[config.mk]
export PLATFORM = sky130hd
export DESIGN_NAME = fetch_stage_flat
export DESIGN_NICKNAME = d
export VERILOG_FILES = /design/src/rtl/fetch_stage_if.sv /design/src/rtl/fetch_stage.sv /design/src/flat_wrapper.sv
export SDC_FILE = /design/constraint.sdc
export NUM_CORES = 1
export LEC_CHECK = 0
export CAP_MARGIN = 30
export CELL_PAD_IN_SITES_DETAIL_PLACEMENT = 1
export CELL_PAD_IN_SITES_GLOBAL_PLACEMENT = 2
export CORE_MARGIN = 2
export CORE_UTILIZATION = 30
export DETAILED_ROUTE_END_ITERATION = 16
export DONT_BUFFER_PORTS = 1
export GPL_TIMING_DRIVEN = 0
export PLACE_DENSITY = 0.79
export RECOVER_POWER = 50
export SLEW_MARGIN = 20
export SYNTH_ARGS = -nofsm -noshare
export SYNTH_HDL_FRONTEND = slang
export SYNTH_SLANG_ARGS = --single-unit
[constraint.sdc]
create_clock -name clk -period 2.3 [get_ports clk]
set_input_delay 0.46 -clock clk [delete_from_list [all_inputs] [get_ports clk]]
set_output_delay 0.46 -clock clk [all_outputs]
set_load 0.005 [all_outputs]
[src/rtl/fetch_stage_if.sv]
// Fetch stage bus: instruction-memory handshake plus the IF/ID view
// seen by decode (stall, redirect, instruction outputs).
interface fetch_stage_if;
    logic        imem_req;
    logic [31:0] imem_addr;
    logic        imem_ready;
    logic [31:0] imem_rdata;
    logic        stall;
    logic        redirect_valid;
    logic [31:0] redirect_pc;
    logic        instr_valid;
    logic [31:0] instr;
    logic [5:0]  opcode;
    logic [31:0] pc_out;
    logic [31:0] pc_plus4;

    modport master (
        output imem_req,
        output imem_addr,
        input  imem_ready,
        input  imem_rdata,
        input  stall,
        input  redirect_valid,
        input  redirect_pc,
        output instr_valid,
        output instr,
        output opcode,
        output pc_out,
        output pc_plus4
    );

    modport slave (
        input  imem_req,
        input  imem_addr,
        output imem_ready,
        output imem_rdata,
        output stall,
        output redirect_valid,
        output redirect_pc,
        input  instr_valid,
        input  instr,
        input  opcode,
        input  pc_out,
        input  pc_plus4
    );
endinterface

[src/rtl/fetch_stage.sv]
// Instruction fetch stage: PC, imem req/ready handshake, IF/ID register.
// Optional macro FETCH_PERF_CNT_EN adds saturating wait/flush counters.
module fetch_stage #(
    parameter logic [31:0] RESET_PC  = 32'h0000_0000,
    parameter logic [31:0] NOP_INSTR = 32'h0000_0000
) (
    input  logic          clk,
    input  logic          rst,
    fetch_stage_if.master bus
`ifdef FETCH_PERF_CNT_EN
    ,
    output logic [15:0]   perf_wait_cycles,
    output logic [15:0]   perf_flush_count
`endif
);

    typedef enum logic [1:0] {
        S_BOOT    = 2'd0,
        S_FETCH   = 2'd1,
        S_DISCARD = 2'd2
    } state_t;

    state_t      r_state;
    state_t      w_state_nxt;
    logic [31:0] r_pc;
    logic [31:0] w_pc_nxt;
    logic [31:0] r_pending_pc;
    logic [31:0] w_pending_nxt;
    logic        r_instr_valid;
    logic        w_instr_valid_nxt;
    logic [31:0] r_instr;
    logic [31:0] w_instr_nxt;
    logic [31:0] r_pc_out;
    logic [31:0] w_pc_out_nxt;
    logic [31:0] r_pc_plus4;
    logic [31:0] w_pc_plus4_nxt;

    logic        w_req;
    logic        w_xfer;
    logic        w_consume;
    logic        w_outstanding;
    logic [31:0] w_target;
    logic [31:0] w_pc_inc;

    assign w_target      = {bus.redirect_pc[31:2], 2'b00};
    assign w_pc_inc      = r_pc + 32'd4;
    assign w_xfer        = w_req && bus.imem_ready;
    assign w_consume     = r_instr_valid && !bus.stall;
    assign w_outstanding = w_req && !bus.imem_ready;

    // Request only when IF/ID is empty or drains this cycle.
    always_comb begin
        w_req = 1'b0;
        unique case (r_state)
            S_BOOT:    w_req = 1'b0;
            S_FETCH:   w_req = !r_instr_valid || !bus.stall;
            S_DISCARD: w_req = 1'b1;
            default:   w_req = 1'b0;
        endcase
    end

    always_comb begin
        w_state_nxt       = r_state;
        w_pc_nxt          = r_pc;
        w_pending_nxt     = r_pending_pc;
        w_instr_valid_nxt = r_instr_valid;
        w_instr_nxt       = r_instr;
        w_pc_out_nxt      = r_pc_out;
        w_pc_plus4_nxt    = r_pc_plus4;
        unique case (r_state)
            S_BOOT: begin
                w_state_nxt = S_FETCH;
                if (bus.redirect_valid) begin
                    w_pc_nxt = w_target;
                end
            end
            S_FETCH: begin
                if (bus.redirect_valid) begin
                    w_instr_valid_nxt = 1'b0;
                    w_instr_nxt       = NOP_INSTR;
                    if (w_outstanding) begin
                        // Address must stay put until the old request completes.
                        w_pending_nxt = w_target;
                        w_state_nxt   = S_DISCARD;
                    end else begin
                        w_pc_nxt = w_target;
                    end
                end else if (w_xfer) begin
                    w_instr_valid_nxt = 1'b1;
                    w_instr_nxt       = bus.imem_rdata;
                    w_pc_out_nxt      = r_pc;
                    w_pc_plus4_nxt    = w_pc_inc;
                    w_pc_nxt          = w_pc_inc;
                end else if (w_consume) begin
                    w_instr_valid_nxt = 1'b0;
                    w_instr_nxt       = NOP_INSTR;
                end
            end
            S_DISCARD: begin
                if (bus.redirect_valid) begin
                    w_pending_nxt = w_target;
                end
                if (bus.imem_ready) begin
                    w_pc_nxt    = bus.redirect_valid ? w_target
                                                     : r_pending_pc;
                    w_state_nxt = S_FETCH;
                end
            end
            default: begin
                w_state_nxt = S_BOOT;
            end
        endcase
    end

    always_ff @(posedge clk) begin
        if (rst) begin
            r_state       <= S_BOOT;
            r_pc          <= RESET_PC;
            r_pending_pc  <= RESET_PC;
            r_instr_valid <= 1'b0;
            r_instr       <= NOP_INSTR;
            r_pc_out      <= 32'd0;
            r_pc_plus4    <= 32'd0;
        end else begin
            r_state       <= w_state_nxt;
            r_pc          <= w_pc_nxt;
            r_pending_pc  <= w_pending_nxt;
            r_instr_valid <= w_instr_valid_nxt;
            r_instr       <= w_instr_nxt;
            r_pc_out      <= w_pc_out_nxt;
            r_pc_plus4    <= w_pc_plus4_nxt;
        end
    end

    assign bus.imem_req    = w_req;
    assign bus.imem_addr   = r_pc;
    assign bus.instr_valid = r_instr_valid;
    assign bus.instr       = r_instr;
    assign bus.opcode      = r_instr[31:26];
    assign bus.pc_out      = r_pc_out;
    assign bus.pc_plus4    = r_pc_plus4;

`ifdef FETCH_PERF_CNT_EN
    logic [15:0] r_wait_cnt;
    logic [15:0] r_flush_cnt;

    always_ff @(posedge clk) begin
        if (rst) begin
            r_wait_cnt  <= 16'd0;
            r_flush_cnt <= 16'd0;
        end else begin
            if (w_outstanding && (r_wait_cnt != 16'hFFFF)) begin
                r_wait_cnt <= r_wait_cnt + 16'd1;
            end
            if (bus.redirect_valid && (r_flush_cnt != 16'hFFFF)) begin
                r_flush_cnt <= r_flush_cnt + 16'd1;
            end
        end
    end

    assign perf_wait_cycles = r_wait_cnt;
    assign perf_flush_count = r_flush_cnt;
`endif

endmodule

[src/flat_wrapper.sv]
// flat-port wrapper written by rule: the top's interface ports become plain ports
module fetch_stage_flat 
#(
    parameter logic [31:0] RESET_PC  = 32'h0000_0000,
    parameter logic [31:0] NOP_INSTR = 32'h0000_0000
)
  (clk, rst, bus_imem_req, bus_imem_addr, bus_imem_ready, bus_imem_rdata, bus_stall, bus_redirect_valid, bus_redirect_pc, bus_instr_valid, bus_instr, bus_opcode, bus_pc_out, bus_pc_plus4);
  fetch_stage_if bus_i ();
  input  logic clk;
  input  logic rst;
  output wire logic [$bits(bus_i.imem_req)-1:0] bus_imem_req;
  output wire logic [$bits(bus_i.imem_addr)-1:0] bus_imem_addr;
  input wire logic [$bits(bus_i.imem_ready)-1:0] bus_imem_ready;
  input wire logic [$bits(bus_i.imem_rdata)-1:0] bus_imem_rdata;
  input wire logic [$bits(bus_i.stall)-1:0] bus_stall;
  input wire logic [$bits(bus_i.redirect_valid)-1:0] bus_redirect_valid;
  input wire logic [$bits(bus_i.redirect_pc)-1:0] bus_redirect_pc;
  output wire logic [$bits(bus_i.instr_valid)-1:0] bus_instr_valid;
  output wire logic [$bits(bus_i.instr)-1:0] bus_instr;
  output wire logic [$bits(bus_i.opcode)-1:0] bus_opcode;
  output wire logic [$bits(bus_i.pc_out)-1:0] bus_pc_out;
  output wire logic [$bits(bus_i.pc_plus4)-1:0] bus_pc_plus4;
  assign bus_imem_req = bus_i.imem_req;
  assign bus_imem_addr = bus_i.imem_addr;
  assign bus_i.imem_ready = bus_imem_ready;
  assign bus_i.imem_rdata = bus_imem_rdata;
  assign bus_i.stall = bus_stall;
  assign bus_i.redirect_valid = bus_redirect_valid;
  assign bus_i.redirect_pc = bus_redirect_pc;
  assign bus_instr_valid = bus_i.instr_valid;
  assign bus_instr = bus_i.instr;
  assign bus_opcode = bus_i.opcode;
  assign bus_pc_out = bus_i.pc_out;
  assign bus_pc_plus4 = bus_i.pc_plus4;
  fetch_stage #(.RESET_PC(RESET_PC), .NOP_INSTR(NOP_INSTR)) u_core (.clk(clk), .rst(rst), .bus(bus_i));
endmodule
* After elaboration in Yosys (flattened, before gate mapping)
Index checks and enable logic that the tools add are counted.
** Storage, ports and cells
- ROM bits :: 0
- Flip-flop bits (word level) :: 163
- Bits of input ports :: 69
- Memories :: 0
- Logic and storage cells :: 54
- Bits in writable memories :: 0
- Bits in latches :: 0
** Cells by class
- $lt $le $gt $ge :: 0
- Div/mod/pow operators :: 0
- Reduce and logical (&&, ||, !) cells :: 16
- Equal/unequal tests :: 8
- Multiply operators :: 0
- Shifts and indexed selects :: 0
- Multiplexer cells :: 21
- $add $sub $neg :: 1
- Bitwise operators :: 1
** Operator list (count)
- $mux 32 :: 11
- $pmux 32 s3 :: 1
- $pmux 32 s2 :: 1
- $add 32x3->32 const B :: 1
- $reduce_and 3->1 :: 3
- $mux 2 :: 3
- $ne 2x2->1 const B :: 3
- $pmux 2 s3 :: 1
- $reduce_bool 3->1 :: 2
- $reduce_and 5->1 :: 1
- $logic_and 1x1->1 :: 3
- $logic_not 1->1 :: 3
- $mux 1 :: 3
- $ne 3x2->1 const B :: 1
- $ne 3x3->1 const B :: 1
- $eq 2x1->1 const B :: 1
- $eq 2x2->1 const B :: 1
- $logic_not 2->1 :: 1
- $ne 2x1->1 const B :: 1
- $pmux 1 s2 :: 1
- $reduce_and 2->1 :: 1
- $reduce_bool 2->1 :: 1
- $logic_or 1x1->1 :: 1
- $not 1->1 :: 1

* Longest topological paths before layout
- Depth after elaboration :: 7
- Gate-level depth with buffers :: 11
- Depth with buffers taken out :: 8

* Worst setup path after synthesis
OpenSTA, ideal clock, no wires.
- Path type :: reg2reg
- Start :: register u_core.r_state[1]
- End :: register u_core.r_pc[11], in the netlist u_core.bus.imem_addr[11]
- Cell stages (with the launch flop) :: 10
- Arrival :: 2127 ps
- Slack :: 55 ps
- Cells stage by stage :: dfxtp_1 > inv_1 > ha_1 > buf_2 > a21boi_1 > o211a_2 > a221o_1 > buf_2 > buf_2 > a32o_1
** Between the ends
- Cells in the longest elaborated chain, start to end :: 5
- Elaborated cells between the ends (all ways) :: 13
- Classes of those cells :: 6 x eq/ne; 2 x mux; 5 x reduce/logical
** RTL lines
- start: declaration :: RTL line fetch_stage.sv:23 : state_t r_state;
- start signal: assignment :: RTL line fetch_stage.sv:125 : r_state <= w_state_nxt;
- $eq 2x2->1 or $eq 2x1->1 (tied branches) :: RTL line fetch_stage.sv:54, fetch_stage.sv:70
- $pmux 1 s2 :: RTL line fetch_stage.sv:54 : unique case (r_state)
- $logic_and 1x1->1 (on tied branches) :: RTL line fetch_stage.sv:49, fetch_stage.sv:47
- $ne 3x3->1 (no source line) or $ne 3x2->1 (tied branches)
- $reduce_and 5->1 (no source line)
- end signal: assignment :: RTL line fetch_stage.sv:126 : r_pc <= w_pc_nxt;
- end: declaration :: RTL line fetch_stage.sv:25 : logic [31:0] r_pc;
Parallel ways exist; a longest one is shown, timed or not.
A chain may end at the register's enable or synchronous reset.

* Worst setup path in the final report
- Start :: register u_core.r_state[1]
- End :: register u_core.r_pc[24], in the netlist u_core.bus.imem_addr[24]
The elaborated chain is that of the path after synthesis.

==> metrics.txt <==
# TYPE chip_impl_metric gauge
chip_impl_metric{name="timing_worst_slew_pin_value",unit="ns"} 0.892
chip_impl_info{name="synth_top_area_cell",value="sky130_fd_sc_hd__dfxtp_1"} 1
chip_impl_metric{name="drt_iter0_markers",unit=""} 521
chip_impl_info{name="yosys_most_used_dff",value="sky130_fd_sc_hd__dfxtp_1"} 1
chip_impl_metric{name="place.detailed.hpwl",unit="um"} 22000
chip_impl_metric{name="fp.dieW",unit="um"} 162
chip_impl_metric{name="initial_drt_pass_iterations",unit=""} 5
chip_impl_info{name="start_kind",value="flop"} 1
chip_impl_metric{name="clock.fmax",unit="MHz"} 439
chip_impl_info{name="worstReg2RegStart",value="u_core.r_state[1]$_SDFFE_PP0P_"} 1
chip_impl_metric{name="async_flop_share",unit=""} 0
chip_impl_metric{name="vdd_ir_drop_max",unit="mV"} 0.350
chip_impl_info{name="min-delay-path-class",value="primary input to flop"} 1
chip_impl_metric{name="fp.dieH",unit="um"} 162
chip_impl_metric{name="rr_worst_depth",unit=""} 9
chip_impl_info{name="hold_path_startpoint",value="bus_imem_rdata[21]"} 1
chip_impl_metric{name="post-route-period-util",unit=""} 0.991
chip_impl_metric{name="final-hold-violation-count",unit=""} 0
chip_impl_metric{name="numCtsBuffers",unit=""} 17
chip_impl_metric{name="worst_hold_path.num_cells",unit=""} 2
chip_impl_metric{name="arrival",unit="ns"} 2.58
chip_impl_metric{name="leakagePower",unit="uW"} 0.00318
chip_impl_metric{name="layout_nets",unit=""} 1033
chip_impl_metric{name="setup_slack_of_the_worst_register_to_register_path",unit="ns"} 0.02
chip_impl_metric{name="report.power.total",unit="uW"} 7370
chip_impl_metric{name="post_synth_instance_area",unit="um2"} 7470
chip_impl_metric{name="initial_util",unit=""} 0.306
chip_impl_metric{name="synth_cells",unit=""} 913
chip_impl_info{name="path_cells",value="inv_6 -> ha_4 -> a21boi_4 -> o211a_4 -> a221o_1 -> buf_6 -> buf_4 -> a31oi_1 -> o41ai_1"} 1
chip_impl_metric{name="wire_length_per_cell",unit="um"} 24.0
chip_impl_metric{name="via_per_inst",unit=""} 5.55
chip_impl_info{name="grt_setup_unrepaired",value="true"} 1
chip_impl_metric{name="timing.max_slew.rel_slack",unit=""} 0.405
chip_impl_metric{name="finalClockSkew",unit="ns"} 0.00927
chip_impl_metric{name="syn_area_per_cell",unit="um2"} 8.18
chip_impl_metric{name="placement_rows",unit=""} 57
chip_impl_metric{name="place_area",unit="um2"} 7880
chip_impl_metric{name="syn_to_final_growth",unit="%"} 22.8
chip_impl_metric{name="dp_worst_setup_slack",unit="ns"} -1.21
chip_impl_metric{name="wl",unit="um"} 31100
chip_impl_metric{name="final.min_clock_period",unit="ns"} 2.28
chip_impl_metric{name="antenna_cells_inserted",unit=""} 0
chip_impl_metric{name="portBuffers",unit=""} 0
chip_impl_metric{name="postRouteAntennaNets",unit=""} 0
chip_impl_metric{name="cap_viol_max_count",unit=""} 0
chip_impl_info{name="setup.worst_path.end_class",value="flop"} 1
chip_impl_metric{name="synth_sequential_area_ratio",unit=""} 0.431
chip_impl_metric{name="fp.dieArea",unit="um2"} 26200
chip_impl_metric{name="clock_path_buffers",unit=""} 2
chip_impl_metric{name="gp_routability_congestion",unit=""} 0.830
chip_impl_metric{name="clkLatencyLatePin",unit="ns"} 0.44
chip_impl_metric{name="yosys_warnings",unit=""} 0
chip_impl_metric{name="vias_in_the_first_global_route",unit=""} 7314
chip_impl_metric{name="cts_max_level",unit=""} 4
chip_impl_info{name="worst_path_max_delay_cell",value="sky130_fd_sc_hd__a221o_1"} 1
chip_impl_info{name="cts_root_buf",value="sky130_fd_sc_hd__clkbuf_16"} 1
chip_impl_info{name="synth_most_common_cell",value="sky130_fd_sc_hd__dfxtp_1"} 1
chip_impl_metric{name="floorplan.io_pins",unit=""} 205
chip_impl_info{name="status",value="completed"} 1
chip_impl_metric{name="timing.critical_path.slowest_cell_delay",unit="ns"} 0.42
chip_impl_metric{name="drt_drc_violations_left",unit=""} 0
chip_impl_metric{name="synth.lib_cells_used.distinct",unit=""} 62
chip_impl_metric{name="final_design_area_no_fill",unit="um2"} 9170
chip_impl_metric{name="fill_cells",unit=""} 2886
chip_impl_metric{name="post_route_cells_drive_above_1_share",unit=""} 0.191
chip_impl_metric{name="final.setup.worst_slack",unit="ns"} 0.0205
chip_impl_metric{name="hold-worst-slack",unit="ns"} 0.167
chip_impl_info{name="crit-reg2reg-capture",value="u_core.bus.imem_addr[24]$_SDFFE_PP0P_"} 1
chip_impl_metric{name="grt_antenna_before_repair",unit=""} 0
chip_impl_metric{name="detailroute.via_count",unit=""} 7185
chip_impl_metric{name="syn-num-nets",unit=""} 988
chip_impl_metric{name="power_density_over_the_cells",unit="nW/um2"} 804
chip_impl_metric{name="maximum_number_of_pins_on_one_net_before_global_route_repair",unit=""} 17
chip_impl_metric{name="worstPathMaxFanout",unit=""} 10
chip_impl_metric{name="grt_use_total",unit=""} 0.233
chip_impl_metric{name="placeableCoreArea",unit="um2"} 24400
chip_impl_metric{name="synth.ff_latch_count",unit=""} 161
chip_impl_metric{name="clkSlewWorstSetupHoldPaths",unit="ns"} 0.07
chip_impl_metric{name="grt_first_pass_wirelength",unit="um"} 46400
chip_impl_metric{name="timing_max_transition_violations_final",unit=""} 0
chip_impl_info{name="criticalPathCategory",value="flop to flop"} 1
chip_impl_metric{name="synth-edff-count",unit=""} 0
chip_impl_metric{name="critical_path_required",unit="ns"} 2.60
chip_impl_info{name="clock_tree_from_tritoncts",value="built"} 1
chip_impl_info{name="synthTopCellsByCount",value="sky130_fd_sc_hd__dfxtp_1, sky130_fd_sc_hd__nor2_1, sky130_fd_sc_hd__nand2_1"} 1
chip_impl_metric{name="grt_remaining_overflow",unit=""} 0
chip_impl_metric{name="clock_sink_count",unit=""} 161
chip_impl_info{name="timing.hold.worst_endpoint",value="u_core.bus.instr[21]$_SDFFE_PP0P_"} 1
chip_impl_info{name="yosys-top-cells-area",value="sky130_fd_sc_hd__dfxtp_1, sky130_fd_sc_hd__nor2_1, sky130_fd_sc_hd__nand2_1"} 1
chip_impl_metric{name="setup_viol",unit=""} 0
chip_impl_metric{name="yosys_top_cell_area_share",unit=""} 0.431
-- metrics by stage --
step / util / std cells / setup TNS, ns
2_1_floorplan: - / 913 / 0
3_3_place_gp: 0.323 / 1237 / -104.74
3_5_place_dp: 0.323 / 1237 / -115.29
4_1_cts: 0.364 / 1282 / 0
5_1_grt: 0.376 / 1295 / -0.156
6_report: 0.376 / 1295 / 0
-- flip-flops by register name (all words and copies together) (netlist names) --
register / cells
u_core.bus.imem_addr: 32
u_core.bus.instr: 32
u_core.bus.instr_valid: 1
u_core.bus.pc_out: 30
u_core.bus.pc_plus4: 32
u_core.r_pending_pc: 32
u_core.r_state: 2
-- worst max path at each step --
| stage | start | cells past startpoint | endpoint |
|---|---|---|---|
| 3_5_place_dp | u_core.r_state[0]$_SDFFE_PP0P_ | 9 | u_core.bus.pc_plus4[3]$_SDFFE_PP0P_ |
| 6_report | u_core.r_state[1]$_SDFFE_PP0P_ | 9 | u_core.bus.imem_addr[24]$_SDFFE_PP0P_ |
| 5_1_grt | u_core.bus.imem_addr[10]$_SDFFE_PP0P_ | 7 | u_core.bus.imem_addr[25]$_SDFFE_PP0P_ |
| 3_3_place_gp | u_core.r_state[0]$_SDFFE_PP0P_ | 9 | u_core.bus.pc_plus4[3]$_SDFFE_PP0P_ |
| 2_1_floorplan | u_core.r_state[1]$_SDFFE_PP0P_ | 9 | u_core.bus.imem_addr[11]$_SDFFE_PP0P_ |
| 4_1_cts | u_core.r_state[1]$_SDFFE_PP0P_ | 8 | u_core.bus.imem_addr[16]$_SDFFE_PP0P_ |
-- layout make-up --
cell class / instances / area [um2] / share of cell area
buffer: 87 / 548 / 0.0597
clock buffer: 17 / 425 / 0.0464
clock inverter: 15 / 219 / 0.0239
inverter: 12 / 52.6 / 0.00573
multi-input combinational: 648 / 4020 / 0.438
sequential: 161 / 3250 / 0.354
tap: 324 / 405 / 0.0442
timing repair buffer: 31 / 256 / 0.0280
-- layout by cell type (no fill, tap or decap), types with 6 or more instances in the layout --
cell type / count
sky130_fd_sc_hd__xnor2_1: 17
sky130_fd_sc_hd__buf_2: 8
sky130_fd_sc_hd__nor2_1: 122
sky130_fd_sc_hd__clkbuf_1: 27
sky130_fd_sc_hd__nand2_1: 117
sky130_fd_sc_hd__a21oi_1: 84
sky130_fd_sc_hd__clkbuf_2: 10
sky130_fd_sc_hd__clkbuf_16: 17
sky130_fd_sc_hd__nor3_1: 17
sky130_fd_sc_hd__inv_1: 9
sky130_fd_sc_hd__dfxtp_2: 11
sky130_fd_sc_hd__clkbuf_4: 11
sky130_fd_sc_hd__o221ai_1: 6
sky130_fd_sc_hd__a211oi_1: 18
sky130_fd_sc_hd__a31oi_1: 6
sky130_fd_sc_hd__nand4_1: 6
sky130_fd_sc_hd__buf_6: 13
sky130_fd_sc_hd__mux2i_1: 37
sky130_fd_sc_hd__inv_6: 7
sky130_fd_sc_hd__xor2_1: 9
sky130_fd_sc_hd__nand3_1: 22
sky130_fd_sc_hd__a22oi_1: 30
sky130_fd_sc_hd__dfxtp_1: 147
sky130_fd_sc_hd__buf_4: 46
sky130_fd_sc_hd__a221oi_1: 8
sky130_fd_sc_hd__o21ai_0: 36
-- worst max-delay path: cells and delay by family, from the launching register on --
family	cells	cell delay, ns
AOI/OAI and AO/OA	5	1.12
adders and majority gates	1	0.18
buffers and inverters	3	0.44
DFF	1	0.39
-- power breakdown --
part | switching, uW | internal (uW)
Sequential | 162 | 2880
Clock | 1340 | 1850
Combinational | 708 | 427
Total | 2210 | 5160
-- repair_timing --
action / in CTS / in global routing
setup endpoints to repair: 160 / 148
gates cloned: 1 / 0
setup buffers: 15 / 15
endpoints found under the hold margin: 0 / 0
hold buffers: 0 / 0
resized for setup: 77 / 71
pin swaps: 8 / 14
-- metal layers --
| metal | track usage | share of wire | wire length (um) |
|---|---|---|---|
| met5 | 0.00947 | 0 | 0 |
| met4 | 0.0644 | 0.023 | 716 |
| met3 | 0.0825 | 0.096 | 2990 |
| met2 | 0.378 | 0.46 | 14400 |
| met1 | 0.292 | 0.42 | 12900 |
-- cells by family (layout without fill, tap and decap cells) --
kind of cell | count (synthesis) | count (layout) | synth area share
simple gates | 334 | 334 | 0.200
buf+inv | 104 | 162 | 0.0633
compound gates | 240 | 240 | 0.208
flops | 161 | 161 | 0.431
mux | 42 | 42 | 0.0571
xor+xnor | 26 | 26 | 0.0305
fa+ha+maj | 6 | 6 | 0.0100
Power figures use the tool's default switching activity.
